File: config.mk
export PLATFORM = sky130hd
export DESIGN_NAME = console_uart_tx
export DESIGN_NICKNAME = d
export VERILOG_FILES = /design/src/rtl/console_uart_tx_pkg.sv /design/src/rtl/console_uart_tx_fifo.sv /design/src/rtl/console_uart_tx.sv
export SDC_FILE = /design/constraint.sdc
export NUM_CORES = 1
export LEC_CHECK = 0
export ABC_AREA = 1
export CORE_MARGIN = 4
export CORE_UTILIZATION = 45
export CTS_CLUSTER_SIZE = 8
export DETAILED_ROUTE_END_ITERATION = 6
export SETUP_SLACK_MARGIN = 0.3
export SLEW_MARGIN = 20
export SYNTH_ARGS = -nofsm -noshare
export SYNTH_HDL_FRONTEND = slang
export SYNTH_HIERARCHICAL = 1
export SYNTH_SLANG_ARGS = --single-unit
File: constraint.sdc
create_clock -name clk -period 4 [get_ports clk]
set_clock_uncertainty 0.15 [all_clocks]
set_input_delay 0.4 -clock clk [delete_from_list [all_inputs] [get_ports clk]]
set_output_delay 0.4 -clock clk [all_outputs]
set_load 0.02 [all_outputs]
File: src/rtl/console_uart_tx_pkg.sv
// Shared definitions for the console UART transmitter: FSM encodings and default baud divider.
package console_uart_tx_pkg;

    typedef enum logic [1:0] {
        IDLE  = 2'd0,
        START = 2'd1,
        DATA  = 2'd2,
        STOP  = 2'd3
    } uart_state_e;

    // 50 MHz system clock into a 115200 baud line
    localparam int DEFAULT_CLK_DIV = 434;
    localparam int WORD_W          = 32;

endpackage

File: src/rtl/console_uart_tx_fifo.sv
// Synchronous FIFO buffering stdout words ahead of the serialiser; head word is always on dout.
module fifo_console #(
    parameter int WIDTH = 32,
    parameter int DEPTH = 8
) (
    input  logic                     clk,
    input  logic                     rst,
    input  logic                     push,
    input  logic [WIDTH-1:0]         din,
    input  logic                     pop,
    output logic [WIDTH-1:0]         dout,
    output logic                     empty,
    output logic                     full,
    output logic [$clog2(DEPTH):0]   count
);

    localparam int AW = $clog2(DEPTH);

    logic [WIDTH-1:0] mem [DEPTH];
    logic [AW-1:0]    wr_ptr;
    logic [AW-1:0]    rd_ptr;

    // DEPTH is a power of two, so the pointers wrap on their own
    always_ff @(posedge clk or posedge rst) begin
        if (rst) begin
            wr_ptr <= '0;
            rd_ptr <= '0;
            count  <= '0;
        end else begin
            if (push) wr_ptr <= wr_ptr + 1'b1;
            if (pop)  rd_ptr <= rd_ptr + 1'b1;
            case ({push, pop})
                2'b10:   count <= count + 1'b1;
                2'b01:   count <= count - 1'b1;
                default: count <= count;
            endcase
        end
    end

    always_ff @(posedge clk) begin
        if (push) mem[wr_ptr] <= din;
    end

    assign dout  = mem[rd_ptr];
    assign empty = (count == '0);
    assign full  = (count == (AW+1)'(DEPTH));

endmodule

File: src/rtl/console_uart_tx.sv
// Buffers stdout words and serialises them as 8N1 frames, BYTES bytes per word, LSB byte first.
module console_uart_tx
    import console_uart_tx_pkg::*;
#(
    parameter int CLK_DIV    = DEFAULT_CLK_DIV,
    parameter int FIFO_DEPTH = 8,
    parameter int BYTES      = 1
) (
    input  logic              clk,
    input  logic              rst,
    input  logic [WORD_W-1:0] stdout,
    input  logic              stdout_we,
    output logic              tx,
    output logic              busy,
    output logic              full,
    output logic              overflow
);

    localparam int             CW        = $clog2(FIFO_DEPTH);
    localparam logic [15:0]    BAUD_TOP  = 16'(CLK_DIV - 1);
    localparam logic [1:0]     LAST_BYTE = 2'(BYTES - 1);

    uart_state_e       state;
    logic [15:0]       baud;
    logic [2:0]        bit_idx;
    logic [1:0]        byte_idx;
    logic [WORD_W-1:0] shreg;

    logic [WORD_W-1:0] head;
    logic              empty;
    logic [CW:0]       count;
    logic              pop;
    logic              push;
    logic              baud_done;
    logic [2:0]        bit_nxt;
    logic [7:0]        cur_byte;

    assign baud_done = (baud == '0);
    assign bit_nxt   = bit_idx + 3'd1;
    assign cur_byte  = shreg[7:0];

    // Pop only when leaving IDLE or chaining out of the last stop bit of a word
    assign pop  = !empty && ((state == IDLE) ||
                  (state == STOP && baud_done && byte_idx == LAST_BYTE));
    assign push = stdout_we && (!full || pop);
    assign busy = (state != IDLE) || (count != '0);

    fifo_console #(
        .WIDTH (WORD_W),
        .DEPTH (FIFO_DEPTH)
    ) u_fifo (
        .clk   (clk),
        .rst   (rst),
        .push  (push),
        .din   (stdout),
        .pop   (pop),
        .dout  (head),
        .empty (empty),
        .full  (full),
        .count (count)
    );

    always_ff @(posedge clk or posedge rst) begin
        if (rst) begin
            state    <= IDLE;
            tx       <= 1'b1;
            baud     <= '0;
            bit_idx  <= '0;
            byte_idx <= '0;
            shreg    <= '0;
            overflow <= 1'b0;
        end else begin
            if (stdout_we && !push) overflow <= 1'b1;
            case (state)
                IDLE: begin
                    if (pop) begin
                        state    <= START;
                        shreg    <= head;
                        byte_idx <= '0;
                        baud     <= BAUD_TOP;
                        tx       <= 1'b0;
                    end
                end
                START: begin
                    if (baud_done) begin
                        state   <= DATA;
                        bit_idx <= '0;
                        baud    <= BAUD_TOP;
                        tx      <= cur_byte[0];
                    end else begin
                        baud <= baud - 1'b1;
                    end
                end
                DATA: begin
                    if (baud_done) begin
                        baud <= BAUD_TOP;
                        if (bit_idx == 3'd7) begin
                            state <= STOP;
                            tx    <= 1'b1;
                        end else begin
                            bit_idx <= bit_nxt;
                            tx      <= cur_byte[bit_nxt];
                        end
                    end else begin
                        baud <= baud - 1'b1;
                    end
                end
                STOP: begin
                    if (baud_done) begin
                        baud <= BAUD_TOP;
                        if (byte_idx != LAST_BYTE) begin
                            byte_idx <= byte_idx + 1'b1;
                            shreg    <= {8'h00, shreg[WORD_W-1:8]};
                            state    <= START;
                            tx       <= 1'b0;
                        end else if (pop) begin
                            shreg    <= head;
                            byte_idx <= '0;
                            state    <= START;
                            tx       <= 1'b0;
                        end else begin
                            state <= IDLE;
                        end
                    end else begin
                        baud <= baud - 1'b1;
                    end
                end
                default: state <= IDLE;
            endcase
        end
    end

endmodule

# After elaboration in Yosys (flattened, before gate mapping)

Memory sizes are Yosys's and may differ from the RTL's.
Index checks and enable logic that the tools add are counted.

Bits in registers: 67
RAM bits: 256
Input port bits: 35
Output and inout port bits: 4
Logic and storage cells: 93
Memories: 1

Memories:

| memory     | words | bits a word | read ports | clocked after Yosys merged registers in | write ports | line                       | RTL |
|---|---|---|---|---|---|---|---|
| u_fifo.mem | 8     | 32          | 1          | 0                                       | 1           | console_uart_tx_fifo.sv:19 | `logic [WIDTH-1:0] mem [DEPTH];` |

Add/subtract/negate cells: 7
Magnitude comparators: 1
Eq/ne operators: 13
Multiplexer cells: 35
Reduce and logical (&&, ||, !) cells: 26

Operators by type and width:

| kind                                                        | number |
|---|---|
| two-way mux 32 bit                                          | 3 |
| one-hot mux 32 bit (2 select lines)                         | 1 |
| two-way mux 16 bit                                          | 2 |
| one-hot mux 16 bit (2 select lines)                         | 1 |
| logical NOT 16 bit                                          | 1 |
| two-way mux 2 bit                                           | 8 |
| subtractor 16 x 1 -> 16 bit (second input constant)         | 1 |
| inequality test 2 bit (second input constant)               | 6 |
| two-way mux 1 bit                                           | 11 |
| nonzero test 2 bit                                          | 5 |
| adder 3 x 1 -> 3 bit (second input constant)                | 3 |
| two-way mux 3 bit                                           | 3 |
| one-hot mux 2 bit (4 select lines)                          | 1 |
| one-hot mux 4 bit (2 select lines)                          | 1 |
| equality test 2 bit (second input constant)                 | 3 |
| one-hot mux 3 bit (2 select lines)                          | 1 |
| logical AND 1 bit                                           | 5 |
| AND reduction 5 bit                                         | 1 |
| adder 4 x 1 -> 4 bit (second input constant)                | 1 |
| equality test 2 x 1 -> 1 bit (second input constant)        | 2 |
| equality test 4 bit (second input constant)                 | 1 |
| logical NOT 2 bit                                           | 2 |
| logical NOT 4 bit                                           | 1 |
| less-than comparator 3 x 4 -> 1 bit (second input constant) | 1 |
| 13 further kinds                                            | 17 |

# Logic depth before layout (Yosys ltp)

Gate-level depths: netlist (run 1).

Depth after elaboration: 9
Depth in mapped cells: 18
Depth with buffers taken out: 18

# By module

The synthesis (run 1) kept the hierarchy.

Modules (own cells, without submodules):

| module          | times used | cells an instance | area each (µm²) | sequential area each (µm²) |
|---|---|---|---|---|
| fifo_console    | 1          | 865               | 10649.0         | 7937.6 |
| console_uart_tx | 1          | 463               | 3453.3          | 1427.6 |

# Worst setup path after synthesis (run 1)

Ideal clock, no wire load.

Path type: register -> register
Start: register state[0]
End: memory u_fifo.mem[0][0], enable pin
Setup time: 421 ps
Arrival time: 3385 ps
Required time: 3429 ps
Slack: 44 ps
Cell stages (with the launch flop): 12
Path buffers: 0
Clock period less this slack: 3956 ps
Cells stage by stage: dfrtp_1 inv_1 ha_1 inv_1 nand2_1 nand2_1 inv_1 nand2_2 a21boi_0 inv_1 or2_2 nor2_1

Longest elaborated chain between the ends: 9
Elaborated cells on any way between the ends: 10
Classes of those cells: eq/ne (1); mux (2); reduce/logical (7)

RTL lines:

| what                                      | line                       | RTL |
|---|---|---|
| start, declared                           | console_uart_tx.sv:23      | `uart_state_e state;` |
| start signal, assigned                    | console_uart_tx.sv:65      | `state <= IDLE;` |
| start signal, assigned                    | console_uart_tx.sv:77      | `state <= START;` |
| start signal, assigned                    | console_uart_tx.sv:86      | `state <= DATA;` |
| equality test 2 bit                       | console_uart_tx.sv:44      | `(state == STOP && baud_done && byte_idx == LAST_BYTE));` |
| logical AND 1 bit (2 in a row)            | console_uart_tx.sv:44      |  |
| logical OR 1 bit *                        | console_uart_tx.sv:43      | `assign pop = !empty && ((state == IDLE) \|\|` |
| logical AND 1 bit *                       | console_uart_tx.sv:43      |  |
| logical OR 1 bit *                        | console_uart_tx.sv:45      | `assign push = stdout_we && (!full \|\| pop);` |
| logical AND 1 bit *                       | console_uart_tx.sv:45      |  |
| named net push                            | console_uart_tx.sv:33      | `logic push;` |
| two-way mux 1 bit *                       | console_uart_tx_fifo.sv:41 | `if (push) mem[wr_ptr] <= din;` |
| two-way mux 1 bit (not written as such) * | console_uart_tx_fifo.sv:41 |  |
| end, declared                             | console_uart_tx_fifo.sv:19 |  |

Mark *: on every way through the listed nets, which the timed path passes. The rest lies on a longest branch.

# Worst setup path after layout (run 1)

Start: register state[0]
End: register u_fifo.count[2]

Longest elaborated chain between the ends: 9
Elaborated cells on any way between the ends: 12
Classes of those cells: eq/ne (3); mux (1); reduce/logical (8)

RTL lines:

| what                                                                            | line                       | RTL |
|---|---|---|
| equality test 2 bit                                                             | console_uart_tx.sv:44      |  |
| logical AND 1 bit (2 in a row)                                                  | console_uart_tx.sv:44      |  |
| logical OR 1 bit *                                                              | console_uart_tx.sv:43      |  |
| logical AND 1 bit *                                                             | console_uart_tx.sv:43      |  |
| logical OR 1 bit *                                                              | console_uart_tx.sv:45      |  |
| logical AND 1 bit *                                                             | console_uart_tx.sv:45      |  |
| named net push                                                                  | console_uart_tx.sv:33      |  |
| equality test 2 x 1 -> 1 bit / equality test 2 bit (equally long branches)      | console_uart_tx_fifo.sv:32 | `case ({push, pop})` |
| one-hot mux 4 bit (2 select lines) / nonzero test 2 bit (equally long branches) | --                         |  |
| end signal, assigned                                                            | console_uart_tx_fifo.sv:33 | `2'b10: count <= count + 1'b1;` |
| end signal, assigned                                                            | console_uart_tx_fifo.sv:34 | `2'b01: count <= count - 1'b1;` |
| end signal, assigned                                                            | console_uart_tx_fifo.sv:35 | `default: count <= count;` |
| end, declared                                                                   | console_uart_tx_fifo.sv:14 | `output logic [$clog2(DEPTH):0] count` |

Marks and branches as above.
A chain may end at the register's enable or synchronous reset.

==> results of run 1 <==
-- worst max-delay path, stage by stage, from the launching register on --
cell and delay, ps:
dfrtp_1 420, inv_1 100, ha_1 220, inv_1 170
nand2_1 130, nand2_1 110, inv_1 150, nand2_2 120
a21boi_0 190, buf_4 170, inv_1 80, ha_1 230
nand2_1 80, inv_1 40, nor2_1 130, ha_1 160
a21oi_1 50, or2_2 300, a31oi_1 130
-- cells in the final DEF (no fill, tap or decap), drive strengths merged, types with 9 or more instances in the layout --
| cell | instances |
|---|---|
| dfrtp | 66 |
| edfxtp | 256 |
| inv | 72 |
| clkdlybuf4s50 | 38 |
| buf | 20 |
| nand3 | 20 |
| clkbuf | 73 |
| ha | 14 |
| nand2 | 260 |
| xor2 | 9 |
| o21ai | 216 |
| nor2 | 309 |
-- synth_stat cells, types with 2 or more instances --
| library cell | number | area [um2] |
|---|---|---|
| nor2_1 | 276 | 1040 |
| edfxtp_1 | 256 | 7690 |
| nand2_1 | 249 | 935 |
| o21ai_0 | 162 | 811 |
| inv_1 | 72 | 270 |
| dfrtp_1 | 66 | 1650 |
| o21ai_1 | 54 | 270 |
| nor2_2 | 28 | 175 |
| nand3_1 | 19 | 95.1 |
| buf_6 | 18 | 203 |
| buf_2 | 16 | 80.1 |
| clkbuf_1 | 14 | 52.6 |
| ha_1 | 14 | 175 |
| xor2_1 | 9 | 78.8 |
| o22ai_1 | 8 | 50.1 |
| clkbuf_2 | 6 | 30.0 |
| nand2_2 | 6 | 37.5 |
| or2_2 | 6 | 37.5 |
| nand2_4 | 5 | 56.3 |
| nor2_4 | 5 | 56.3 |
| nor3_1 | 5 | 25.0 |
| nand3b_1 | 4 | 30.0 |
| a21oi_1 | 3 | 15.0 |
| buf_8 | 3 | 45.0 |
| nand4_1 | 3 | 18.8 |
| xnor2_1 | 3 | 26.3 |
| a21boi_0 | 2 | 15.0 |
| buf_1 | 2 | 7.51 |
| buf_4 | 2 | 15.0 |
| nor4_1 | 2 | 12.5 |
-- stage by stage --
stage	hold slack, ps	total power, W	cells	instance area [um2]	setup slack [ps]
5_1_grt	135	0.0130	1797	16200	494
6_report	115	0.0121	1797	16200	804
2_1_floorplan	90.2	0.00756	1328	14100	44.4
3_3_place_gp	317	0.00859	1721	14900	918
4_1_cts	91.1	0.0122	1797	16200	825
3_5_place_dp	323	0.00865	1721	14900	859
-- routing by layer --
layer / track usage (%) / up-vias / part of all wire [%]
li1: - / 4563 / -
met1: 25.9 / 4410 / 46
met2: 30.2 / 177 / 47
met3: 2.95 / 53 / 4.1
met4: 5.43 / 0 / 2.3
met5: 0 / - / 0
-- kinds of logic after synthesis --
logic type / Yosys count / share of synthesized area, %
fa+ha+maj: 14 / 1.24
flops: 323 / 66.4
mux: 1 / 0.0798
buf+inv: 135 / 5.05
compound gates: 234 / 8.57
simple gates: 609 / 17.9
xor+xnor: 12 / 0.745
-- area by class of cell --
| type | count | area [um2] |
|---|---|---|
| Multi-Input combinational cell | 870 | 4090 |
| Clock buffer | 73 | 1280 |
| Fill cell | 2724 | 14600 |
| Tap cell | 396 | 495 |
| Timing Repair Buffer | 58 | 643 |
| Clock inverter | 3 | 37.5 |
| Inverter | 74 | 280 |
| Sequential cell | 323 | 9370 |
-- power by group through the flow --
stage	Sequential, W	Clock (W)	Combinational [W]
finish	0.00471	0.00353	0.00388
global route	0.00478	0.00376	0.00441
CTS	0.00472	0.00361	0.00390
detailed placement	0.00478	0	0.00387
global placement	0.00476	0	0.00383
floorplan	0.00456	0	0.00300
-- registers in the layout, summed over array words and instances (netlist names) --
signal         count
overflow           1
u_fifo/wr_ptr      3
bit_idx            3
u_fifo/rd_ptr      3
baud              16
u_fifo/count       4
state              2
u_fifo/mem       256
byte_idx           2
shreg             32
tx                 1
-- path summary, 6_finish.rpt --
check / from / endpoint / slack (ps) / cells after the start
min in group clk: shreg[13] / shreg[13] / 330 / 2
setup reg to reg: state[0] / u_fifo/count[2] / 800 / 18
hold reg to reg: shreg[13] / shreg[13] / 330 / 2
setup / recovery: state[0] / u_fifo/count[2] / 800 / 18
hold / removal: rst / u_fifo/count[0] / 120 / 2
max in group asynchronous: rst / shreg[23] / 2640 / 3
==> flow_summary.ini, run 1 <==
[synth]
ys_seq_elements = 323
synth_cell_type_count = 40
synth_nets = 1377
syn-cell-area_um2 = 14100
netlist_instances = 1328
synth_edf_count = 256
syn_area_per_cell_um2 = 10.6
ys_async_sr_fraction_pct = 20.7
ys_warn_count = 6
synth_top_flop_cell = edfxtp_1
yosysSeqAreaShare_pct = 66.4

[sta]
worstMarginPinSlew_ps = 766
setup_tns_ps = 0
finalCritPeriodShare_pct = 79.9
maxSlewHeadroom_pct = 48.8
fin_crit_ps = 3200
slew_violations = 0
rsz0062_at_grt = false
max_freq_mhz = 313
setup_viol = 0
hold_viol = 0

[placement]
dpl.hpwl_mm = 18.6
routabilityCongestion = 0.817
portBuffers = 38

[cts]
cts_tree = yes
cts_buffers = 46
post_cts_resized = 0
postCtsSetupRepairBufs = 0
clk_path_buf_depth = 3
path_clk_slew_ps = 50
htree_levels = 2
cts_sinks = 323
clock_latency_ps = 540
root_buffer = clkbuf_16
cts_hold_buf = 0

[floorplan]
die_h_um = 185
dieArea_um2 = 34200
die_w_um = 185
coreArea_um2 = 30700
ios = 39
std_cell_rows = 64
initial_utilization_pct = 45.9

[grt]
grt_max_degree = 103
track_usage_pct = 18.5
overflow = 0
grt_pass1_vias = 9015
antenna_found_initial = 0
grt_pass1_wl_mm = 49.6

[pwr]
p_leak_nw = 6.16
seqPwrFrac_pct = 38.9
internal_power_w = 0.00769
peakVddDrop_mv = 0.439
p_sw_share_pct = 36.5
power_density_nw_per_um2 = 749
p_sw_w = 0.00443
clockPowerShare_pct = 29.1
power.share.combinational_pct = 32.0

[drt]
wl_mm = 31.3
ant_nets = 0
routedWlPerCell_um = 17.4
vias_per_cell = 5.12
drc_errors = 0
drtIter0Drc = 638
drt-pass1-iter-count = 5
vias = 9203

[finish]
diodes = 0
area_growth_pct = 14.9
drive_above_1_share_pct = 9.99
final_nets = 1422
utilization_pct = 52.7

[worst_setup_path]
worst_ep_required_time_ps = 4310
cp-end-kind = flop
crit_path_start_kind = flop
critPathKind = reg2reg
cp_max_fo = 5
critPathArrivalTime_ps = 3500

[run]
cap_violations = 0

[run_status]
outcome = finished clean

[min_path]
min-delay-path-class = in2async
Power figures use the tool's default switching activity.
==> inputs of run 2 (changes only) <==
==> constraint.sdc (replaced) <==
create_clock -name clk -period 3.1 [get_ports clk]
set_clock_uncertainty 0.15 [all_clocks]
set_input_delay 0.31 -clock clk [delete_from_list [all_inputs] [get_ports clk]]
set_output_delay 0.31 -clock clk [all_outputs]
set_load 0.02 [all_outputs]
==> run 2 against run 1 <==
Effect of this change: sequential share of layout area decreased by 0.76 points; non-clock buffer count up 7; worst hold slack improved by 190 ps; setup slack worse by 360 ps; routed wire length shrank 2.7%; sequential power grew 27%; global-route usage is 0.42 points lower; critical path depth shrank 3; clock-buffer cell count increased by 9; die area unchanged; cell area grew 1.3%; sequential cell count did not move.
==> flow_summary.ini, run 2 (synthesis results as in run 1) <==
[grt]
overflow = 0
grt_max_degree = 91
busiest_layer = met2
grt_use_met2_pct = 31.4
track_usage_pct = 18.1
grt_pass1_vias = 9154
antenna_found_initial = 0
grtUsageMet1_pct = 23.8
grt_use_met3_pct = 2.95
grt_pass1_wl_mm = 49.2

[drt]
vias_per_cell = 5.07
drt-pass1-iter-count = 5
wl_mm = 30.5
drc_errors = 0
ant_nets = 0
vias = 9187
routedWlPerCell_um = 16.8
drtIter0Drc = 601

[sta]
rsz0062_at_grt = true
fin_crit_ps = 2660
hold_viol = 0
finalCritPeriodShare_pct = 85.7
max_freq_mhz = 376
setup_tns_ps = 0
setup_viol = 0
layout_setup_ws_ps = 442
slew_violations = 0
worstMarginPinSlew_ps = 554
maxSlewHeadroom_pct = 63.1

[min_path]
hold_path_depth = 2
min-delay-path-class = in2reg

[floorplan]
ios = 39
std_cell_rows = 64
coreArea_um2 = 30700
die_w_um = 185
initial_utilization_pct = 45.9
die_h_um = 185
dieArea_um2 = 34200

[finish]
regMostFlops = u_fifo/mem
regArea_um2 = 9370
area_growth_pct = 16.4
drive_above_1_share_pct = 11.4
final.fill_count = 2709
largest_registers = u_fifo/mem: 256 flops, shreg: 32 flops, baud: 16 flops
utilization_pct = 53.4
layout_commonest_cell = nor2_1
final_nets = 1429
diodes = 0
largest_reg_flops = 256
final_cell_mix = nor2_1 (266), edfxtp_1 (256), nand2_1 (248)
multi_input_area_um2 = 4150

[worst_setup_path]
crit_path_start_kind = flop
critPathArrivalTime_ps = 2960
cp_max_fo = 5
reg2reg_depth = 15
worst_ep_required_time_ps = 3400
critPathKind = reg2reg
cp-end-kind = flop

[cts]
clk_path_buf_depth = 3
cts_sinks = 323
htree_levels = 2
cts_tree = yes
path_clk_slew_ps = 50
clock_latency_ps = 550
cts_buffers = 46
root_buffer = clkbuf_16

[placement]
portBuffers = 38
dpl_worst_slack_ps = 207
dpl.hpwl_mm = 17.2
routabilityCongestion = 0.777

[pwr]
peakVddDrop_mv = 0.545
p_leak_nw = 6.22
power_density_nw_per_um2 = 966

[run_status]
outcome = finished clean

[run]
cap_violations = 0
[run 2: changes by cell type in the layout (fill, tap and decap cells not counted), sizes merged]
cell | before | now
clkbuf | 73 | 82
buf | 20 | 26
inv | 72 | 73
clkinv | 5 | 4
dlygate4sd3 | 0 | 1
[run 2: stage by stage]
stage | instance area [um2] | hold slack, ps | power, W | instances
after floorplan | 14200 | 0.178 | 0.00981 | 1328
final | 16400 | 306 | 0.0159 | 1813
after global routing | 16400 | 310 | 0.0170 | 1813
after CTS | 16400 | 296 | 0.0160 | 1811
after detailed placement | 15000 | 332 | 0.0112 | 1724
after global placement | 15000 | 322 | 0.0112 | 1724
[run 2: what timing repair did]
action                                  CTS  global route
endpoints found under the setup margin    1           126
setup buffers                             1             2
gates resized for setup                   3            10
hold buffers                              1             0
cloned                                    0             0
hold endpoints to repair                 16             0
pin swaps                                 1             2
[run 2: final cells by class]
cell class | instances | area share, %
timing repair buffer | 65 | 4.56
sequential | 323 | 57.1
tap | 396 | 3.02
multi-input combinational | 870 | 25.3
clock buffer | 82 | 8.03
inverter | 74 | 1.71
clock inverter | 3 | 0.328
[run 2: routing by layer]
layer  vias to the layer above  share of wire (%)
li1                       4577                  -
met1                      4388                 44
met2                       184                 50
met3                        38                4.6
met4                         0                1.7
met5                         -                  0
[run 2: critical path: stages (launching register included)]
cell and delay, ps:
dfrtp_2 430, or2_2 340, nor3_4 130, inv_1 80, nand2_2 100, inv_2 70, nand2_2 100, a21boi_4 60
inv_2 80, ha_2 200, nor2_1 50, nor2_2 140, ha_1 150, a21oi_1 50, or2_2 310, a31oi_1 120
[run 2: path summary, 6_finish.rpt]
check,start,endpoint,slack [ps]
max,u_fifo/count[0],u_fifo/count[2],440
min,stdout_we,overflow,310
max in group asynchronous,rst,shreg[31],1730
max reg2reg,u_fifo/count[0],u_fifo/count[2],440
min reg2reg,bit_idx[1],bit_idx[1],340
min in group asynchronous,rst,state[0],430
[run 2: where the power goes]
group	switching (W)	internal [W]
combinational	0.00351	0.00172
clock	0.00178	0.00286
sequential	0.000427	0.00555
==> inputs of run 3 (changes only) <==
--- a/config.mk
+++ b/config.mk
@@ -16,3 +16,4 @@
 export SYNTH_HDL_FRONTEND = slang
 export SYNTH_HIERARCHICAL = 1
 export SYNTH_SLANG_ARGS = --single-unit
+export TNS_END_PERCENT = 50
==> results of run 3 <==
No change in the layout: final DEF, timing and power equal those of run 2.
